### config.mk
export PLATFORM = sky130hd
export DESIGN_NAME = dcache_write_buffer_flat
export DESIGN_NICKNAME = d
export VERILOG_FILES = /design/src/rtl/dcache_write_buffer_if.sv /design/src/rtl/dcache_write_buffer.sv /design/src/flat_wrapper.sv
export SDC_FILE = /design/constraint.sdc
export NUM_CORES = 1
export LEC_CHECK = 0
export CAP_MARGIN = 40
export CORE_ASPECT_RATIO = 0.9
export CORE_UTILIZATION = 58
export DETAILED_ROUTE_END_ITERATION = 7
export PLACE_DENSITY = 0.9
export SKIP_CTS_REPAIR_TIMING = 1
export SLEW_MARGIN = 40
export SYNTH_ARGS = -nofsm -noshare
export SYNTH_HDL_FRONTEND = slang
export SYNTH_SLANG_ARGS = --single-unit
### constraint.sdc
create_clock -name clk -period 6 [get_ports clk]
set_input_delay 1.5 -clock clk [delete_from_list [all_inputs] [get_ports clk]]
set_output_delay 1.5 -clock clk [all_outputs]
set_load 0.02 [all_outputs]
### src/rtl/dcache_write_buffer_if.sv
// rtl/dcache_write_buffer_if.sv - store, load-forward and memory-drain signals of the write buffer
interface dcache_write_buffer_if #(
   parameter int DEPTH  = 4,
   parameter int ADDR_W = 32,
   parameter int DATA_W = 32
);
   logic                     wr_en;
   logic [ADDR_W-1:0]        wr_addr;
   logic [DATA_W-1:0]        wr_data;
   logic                     full;
   logic                     rd_en;
   logic [ADDR_W-1:0]        rd_addr;
   logic                     rd_hit;
   logic [DATA_W-1:0]        rd_data;
   logic                     mem_req;
   logic [ADDR_W-1:0]        mem_addr;
   logic [DATA_W-1:0]        mem_wdata;
   logic                     mem_ack;
   logic                     empty;
   logic [$clog2(DEPTH):0]   count;

   modport slave (
      input  wr_en, wr_addr, wr_data, rd_en, rd_addr, mem_ack,
      output full, rd_hit, rd_data, mem_req, mem_addr, mem_wdata, empty, count
   );

   modport master (
      output wr_en, wr_addr, wr_data, rd_en, rd_addr, mem_ack,
      input  full, rd_hit, rd_data, mem_req, mem_addr, mem_wdata, empty, count
   );
endinterface

### src/rtl/dcache_write_buffer.sv
// rtl/dcache_write_buffer.sv - write-through store buffer with load forwarding and req/ack drain
// Optional in-place store merging into unlocked entries: WB_COALESCE_EN
module dcache_write_buffer #(
   parameter int DEPTH  = 4,
   parameter int ADDR_W = 32,
   parameter int DATA_W = 32
) (
   input logic                   clk,
   input logic                   rst_n,
   dcache_write_buffer_if.slave  bus
);
   localparam int PW = $clog2(DEPTH);

   typedef enum logic {IDLE, REQ} state_t;

   state_t              state_q, state_d;
   logic [ADDR_W-3:0]   addr_q [DEPTH];
   logic [DATA_W-1:0]   data_q [DEPTH];
   logic [PW-1:0]       head_q, tail_q;
   logic [PW:0]         count_q;
   logic [PW-1:0]       slot [DEPTH];
   logic                live [DEPTH];
   logic                push, pop, full, empty;
   logic                fwd_hit;
   logic [DATA_W-1:0]   fwd_data;

   // slot[i] is the i-th oldest entry; live[i] says whether it holds a store
   for (genvar i = 0; i < DEPTH; i++) begin : g_order
      assign slot[i] = head_q + PW'(i);
      assign live[i] = (PW+1)'(i) < count_q;
   end

   assign full  = count_q == (PW+1)'(DEPTH);
   assign empty = count_q == '0;
   assign pop   = (state_q == REQ) && bus.mem_ack;

`ifdef WB_COALESCE_EN
   logic          coal_hit;
   logic [PW-1:0] coal_idx;

   always_comb begin
      coal_hit = 1'b0;
      coal_idx = '0;
      for (int i = 0; i < DEPTH; i++) begin
         if (live[i] && !(i == 0 && state_q == REQ) &&
             addr_q[slot[i]] == bus.wr_addr[ADDR_W-1:2]) begin
            coal_hit = bus.wr_en;
            coal_idx = slot[i];
         end
      end
   end

   assign push = bus.wr_en && !full && !coal_hit;
`else
   assign push = bus.wr_en && !full;
`endif

   // Oldest-to-youngest scan so the youngest match wins
   always_comb begin
      fwd_hit  = 1'b0;
      fwd_data = '0;
      for (int i = 0; i < DEPTH; i++) begin
         if (bus.rd_en && live[i] && addr_q[slot[i]] == bus.rd_addr[ADDR_W-1:2]) begin
            fwd_hit  = 1'b1;
            fwd_data = data_q[slot[i]];
         end
      end
   end

   always_comb begin
      state_d = state_q;
      case (state_q)
         IDLE:    if (!empty) state_d = REQ;
         REQ:     if (bus.mem_ack) state_d = IDLE;
         default: state_d = IDLE;
      endcase
   end

   always_ff @(posedge clk or negedge rst_n) begin
      if (!rst_n) state_q <= IDLE;
      else        state_q <= state_d;
   end

   always_ff @(posedge clk or negedge rst_n) begin
      if (!rst_n) begin
         head_q  <= '0;
         tail_q  <= '0;
         count_q <= '0;
         for (int i = 0; i < DEPTH; i++) begin
            addr_q[i] <= '0;
            data_q[i] <= '0;
         end
      end else begin
         if (push) begin
            addr_q[tail_q] <= bus.wr_addr[ADDR_W-1:2];
            data_q[tail_q] <= bus.wr_data;
            tail_q         <= tail_q + PW'(1);
         end
`ifdef WB_COALESCE_EN
         if (coal_hit) data_q[coal_idx] <= bus.wr_data;
`endif
         if (pop) head_q <= head_q + PW'(1);
         case ({push, pop})
            2'b10:   count_q <= count_q + (PW+1)'(1);
            2'b01:   count_q <= count_q - (PW+1)'(1);
            default: count_q <= count_q;
         endcase
      end
   end

   assign bus.full      = full;
   assign bus.empty     = empty;
   assign bus.count     = count_q;
   assign bus.rd_hit    = fwd_hit;
   assign bus.rd_data   = fwd_data;
   assign bus.mem_req   = state_q == REQ;
   assign bus.mem_addr  = (state_q == REQ) ? {addr_q[head_q], 2'b00} : '0;
   assign bus.mem_wdata = (state_q == REQ) ? data_q[head_q] : '0;
endmodule

### src/flat_wrapper.sv
// flat-port wrapper written by rule: the top's interface ports become plain ports
module dcache_write_buffer_flat 
#(
   parameter int DEPTH  = 4,
   parameter int ADDR_W = 32,
   parameter int DATA_W = 32
)
  (clk, rst_n, bus_wr_en, bus_wr_addr, bus_wr_data, bus_rd_en, bus_rd_addr, bus_mem_ack, bus_full, bus_rd_hit, bus_rd_data, bus_mem_req, bus_mem_addr, bus_mem_wdata, bus_empty, bus_count);
  dcache_write_buffer_if #(.DEPTH(DEPTH), .ADDR_W(ADDR_W), .DATA_W(DATA_W)) bus_i ();
  input logic clk;
  input logic rst_n;
  input wire logic [$bits(bus_i.wr_en)-1:0] bus_wr_en;
  input wire logic [$bits(bus_i.wr_addr)-1:0] bus_wr_addr;
  input wire logic [$bits(bus_i.wr_data)-1:0] bus_wr_data;
  input wire logic [$bits(bus_i.rd_en)-1:0] bus_rd_en;
  input wire logic [$bits(bus_i.rd_addr)-1:0] bus_rd_addr;
  input wire logic [$bits(bus_i.mem_ack)-1:0] bus_mem_ack;
  output wire logic [$bits(bus_i.full)-1:0] bus_full;
  output wire logic [$bits(bus_i.rd_hit)-1:0] bus_rd_hit;
  output wire logic [$bits(bus_i.rd_data)-1:0] bus_rd_data;
  output wire logic [$bits(bus_i.mem_req)-1:0] bus_mem_req;
  output wire logic [$bits(bus_i.mem_addr)-1:0] bus_mem_addr;
  output wire logic [$bits(bus_i.mem_wdata)-1:0] bus_mem_wdata;
  output wire logic [$bits(bus_i.empty)-1:0] bus_empty;
  output wire logic [$bits(bus_i.count)-1:0] bus_count;
  assign bus_i.wr_en = bus_wr_en;
  assign bus_i.wr_addr = bus_wr_addr;
  assign bus_i.wr_data = bus_wr_data;
  assign bus_i.rd_en = bus_rd_en;
  assign bus_i.rd_addr = bus_rd_addr;
  assign bus_i.mem_ack = bus_mem_ack;
  assign bus_full = bus_i.full;
  assign bus_rd_hit = bus_i.rd_hit;
  assign bus_rd_data = bus_i.rd_data;
  assign bus_mem_req = bus_i.mem_req;
  assign bus_mem_addr = bus_i.mem_addr;
  assign bus_mem_wdata = bus_i.mem_wdata;
  assign bus_empty = bus_i.empty;
  assign bus_count = bus_i.count;
  dcache_write_buffer #(.DEPTH(DEPTH), .ADDR_W(ADDR_W), .DATA_W(DATA_W)) u_core (.clk(clk), .rst_n(rst_n), .bus(bus_i));
endmodule
# == Word-level counts from Yosys, hierarchy flattened ==
# Index checks and enable logic that the tools add are counted.
# classes
eq_ne,7
n_bitwise,6
addsub,6
n_reduce_logical,14
magnitude_cmp,10
muxes,44
# op_table
cell,count
$mux W32,15
$mux W30,9
$bmux W32 S2,4
$bmux W30 S2,4
$bwmux W128,1
$bwmux W120,1
$eq A30 B30 Y1,4
$demux W32 S2,1
$demux W30 S2,1
$ge A3 B3 Y1 const B,5
$not A2 Y3,5
$logic_and A1 B1 Y1,11
$lt A1 B3 Y1 const A,2
$lt A2 B3 Y1 const A,2
$mux W1,6
$pmux W3 S2,1
$add A2 B1 Y2 const B,2
$add A2 B2 Y2 const B,2
$add A3 B1 Y3 const B,1
$eq A3 B3 Y1 const B,1
$logic_not A3 Y1,1
$lt A3 B1 Y1 const B,1
$sub A3 B1 Y3 const B,1
$eq A2 B1 Y1 const B,1
5 further kinds,5
# totals
elab_cells,99
reg_bits,256
output_inout_bits,103
inputBits,101

# == Logic depth before layout (Yosys ltp) ==
# depth
word_depth,10
depth_mapped,17
depth_no_buf,11

# == Worst setup path after synthesis ==
# Ideal clock, no wire load.
# synth_timing
path_kind,input to output
start,in bus_rd_addr[19]
end,out bus_rd_data[19]
t_arrival_ns,4.312
stages,13
path_slack_ns,0.188
path_cell_list,clkbuf_1 o31ai_1 a2111oi_0 o2111ai_1 or4_1 buf_2 or2_1 buf_6 buf_6 buf_6 a21oi_1 nand3_1 a31oi_1
# synth_between
elab_chain_cells,6
# synth_lines
item,line,source
start: declaration,flat_wrapper.sv:16,input wire logic [$bits(bus_i.rd_addr)-1:0] bus_rd_addr;
$eq A30 B30 Y1,dcache_write_buffer.sv:63,if (bus.rd_en && live[i] && addr_q[slot[i]] == bus.rd_addr[ADDR_W-1:2]) begin
$logic_and A1 B1 Y1,dcache_write_buffer.sv:63,
$mux W32 (3 in series),dcache_write_buffer.sv:63,
$mux W32 *,dcache_write_buffer.sv:63,
end: declaration,flat_wrapper.sv:20,output wire logic [$bits(bus_i.rd_data)-1:0] bus_rd_data;
# Every way passes the cells marked *; elsewhere a longest branch is shown, timed or not.

# == Worst setup path after layout ==
# layout_timing
start,in bus_rd_addr[17]
end,out bus_rd_data[1]
# The elaborated chain is that of the path after synthesis.

==> reports/metrics.yaml <==
power_and_ir_drop:
  p_int_w: 0.00820
  comb_power_share_pct: 63.8
  pwr-share-clk_pct: 12.0
  total_power_w: 0.0146
  peakVddDrop_mv: 0.423
  p_leak_nw: 10.5
  p_seq_share_pct: 24.1
  swShare_pct: 43.9
  power_switching_w: 0.00643
  power_density_mw_per_mm2: 633
global_routing:
  grt_pass1_vias: 16136
  grt_max_degree: 128
  grt_pass1_wl_microns: 90400
  overflow: 0
  antenna_found_initial: 4
  grt_usage_pct: 34.7
cts:
  cts_buffers: 28
  clockBufferDepth: 3
  tritoncts: "done"
  cts_root_buffer: "clkbuf_16"
  numClockSinks: 256
  clkSlewWorstSetupHoldPaths_ns: 0.06
  cts_htree_levels: 1
  clkLatencyLatePin_ns: 0.56
drt:
  drt_iter0_drc: 1808
  vias_per_cell: 6.65
  wire_per_inst_microns: 24.1
  drcViolationCount: 0
  wirelength_microns: 59500
  vias: 16442
  detail-route-antenna-nets: 0
  firstDrtPassIters: 6
min_path:
  hold_depth: 1
  hold_path.class: "reg -> reg"
worst_setup_path:
  cp.required_ns: 4.50
  critPathMaxFanout: 14
  start_kind: "input pin"
  crit_type: "in -> out"
  end_kind: "primary output"
  reg2reg_slack_ns: 2.59
  r2r_cells: 8
  cp.arrival_ns: 4.45
timing:
  slew_viol_final: 0
  max_slew.worst_pin.slew_ns: 0.830
  final.setup_skew_ns: 0.0180
  max_freq_mhz: 168
  finalSetupViolCount: 0
  slew_headroom_pct: 44.6
  setup_tns_ns: 0
  hold_viol: 0
  timing.final.crit_share_pct: 99.2
  fin_crit_ns: 5.95
  hold_ws_ns: 0.529
  fin_ws_ns: 0.0475
yosys:
  synth_top_cell_by_area: "dfrtp_1"
  ys_top_cells_by_count: "290 x mux2_2, 256 x dfrtp_1, 197 x mux2i_1"
  yosysWarnings: 0
  synth_seq_cells: 256
  synth_top_area_share_pct: 33.9
  ys_top_cells_by_area: "dfrtp_1 34%, mux2_2 17%, mux2i_1 10%"
  syn_area_sq_mm: 0.0189
  synth.avg_cell_area_sq_um: 10.3
  yosysMostFrequentCell: "mux2_2"
  synth.yosys.seq_area_share_pct: 33.9
  async_flop_share_pct: 100
  synth_edf_count: 0
  synth_ff_type: "dfrtp_1"
  synthCells: 1832
  synth.distinct_cells: 67
cells_and_area:
  post_route_cells_drive_above_1_share_pct: 29.2
  fin_area_sq_mm: 0.0231
  nNetsFinal: 2145
  area_growth_syn_to_layout_pct: 22.3
floorplan:
  fp.dieW_microns: 192
  core-area_sq_mm: 0.0320
  rows: 62
  io_pins: 204
  dieHeight_microns: 173
  dieArea_sq_mm: 0.0333
  initial_core_util_pct: 59.1
place:
  portBuffers: 197
  dp_hpwl_microns: 39800
  gp_congestion: 1.01
  place_area_sq_mm: 0.0217
  pre_cts_ws_ns: -0.773
status:
  status: "complete, no violations"
run:
  drv_cap: 0
## kinds of logic after synthesis
| kind of cell | count (synthesis) | share of synthesized area (%) |
|---|---|---|
| DFF | 256 | 33.9 |
| adders and majority gates | 9 | 0.596 |
| other | 1 | 0.0199 |
| muxes | 564 | 36.1 |
| xor gates and xnor gates | 109 | 5.06 |
| buffers and inverters | 182 | 4.65 |
| and+or+nand+nor | 456 | 11.1 |
| AOI/OAI and AO/OA | 255 | 8.57 |
## power groups by stage
stage               clock (W)  sequential, W  combinational (W)
floorplan                   0        0.00320            0.00641
global placement            0        0.00339            0.00866
detailed placement          0        0.00352            0.00893
CTS                   0.00177        0.00351            0.00899
global route          0.00185        0.00363            0.00987
finish                0.00176        0.00353            0.00933
## worst paths after layout
kind	startpoint	endpoint
min	u_core.data_q[80]	u_core.data_q[80]
max reg2reg	u_core.bus.count[0]	u_core.data_q[62]
min in group asynchronous	rst_n	u_core.addr_q[3]
max in group asynchronous	rst_n	u_core.data_q[100]
min reg2reg	u_core.data_q[80]	u_core.data_q[80]
max	bus_rd_addr[17]	bus_rd_data[1]
## final cells by class
cell class,count,area (sq um)
Multi-Input combinational cell,1395,11800
Inverter,15,58.8
Clock buffer,39,833
Antenna cell,3,7.51
Fill cell,2150,8870
Tap cell,416,520
Clock inverter,9,108
Sequential cell,256,6410
Timing Repair Buffer,339,3390
## layer usage
| metal | GRT usage, % | vias to the layer above | share of wire, % |
|---|---|---|---|
| met3 | 5.54 | 187 | 9.6 |
| met4 | 12.8 | 0 | 4.6 |
| met2 | 54.4 | 1024 | 46 |
| met1 | 48.6 | 8145 | 40 |
| li1 | - | 7086 | - |
| met5 | 0 | - | 0 |
## critical path, cell delays in order
cell and delay (ns):
clkdlybuf4s50_1 0.56, buf_4 0.24, xnor2_1 0.21, nand4_1 0.17, nor4_1 0.38, nand4b_1 0.25, buf_4 0.24, buf_6 0.18
nand3b_1 0.19, o211ai_1 0.12, a22oi_1 0.16, dlymetal6s2s_1 0.27
## flip-flops by register name (all words and copies together) (netlist names)
name and flops:
u_core.data_q 128, u_core.addr_q 120, u_core.bus.count 3, u_core.head_q 2, u_core.tail_q 2, u_core.bus.mem_req 1
## cell usage in the layout, fill, tap and decap left out, types with 8 or more instances in the layout
| master | instances |
|---|---|
| xor2_1 | 21 |
| ha_1 | 9 |
| nand3_1 | 39 |
| mux2i_1 | 197 |
| dfrtp_1 | 253 |
| mux2_2 | 290 |
| nand2_1 | 151 |
| nand4_1 | 13 |
| and3_1 | 34 |
| a211o_1 | 11 |
| nor2b_1 | 11 |
| nor2_1 | 118 |
| clkbuf_8 | 8 |
| o22ai_1 | 12 |
| mux4_2 | 56 |
| nand3b_1 | 8 |
| nor3_1 | 29 |
| xnor2_1 | 86 |
| clkbuf_16 | 32 |
| and2_1 | 27 |
| a21oi_1 | 90 |
| buf_12 | 13 |
| a31oi_1 | 25 |
| a211oi_1 | 12 |
| buf_6 | 9 |
| mux2_4 | 20 |
| nor4_1 | 9 |
| dlymetal6s2s_1 | 41 |
| buf_4 | 116 |
| clkdlybuf4s50_1 | 147 |
| inv_1 | 14 |
| o21ai_0 | 41 |
## per-stage QoR
step                      cells  utilization (%)
after floorplan            1833                -
after global placement     2406             67.9
after detailed placement   2406             67.9
after CTS                  2454             70.9
after global routing       2472             72.2
final                      2472             72.2
Power figures use the tool's default switching activity.
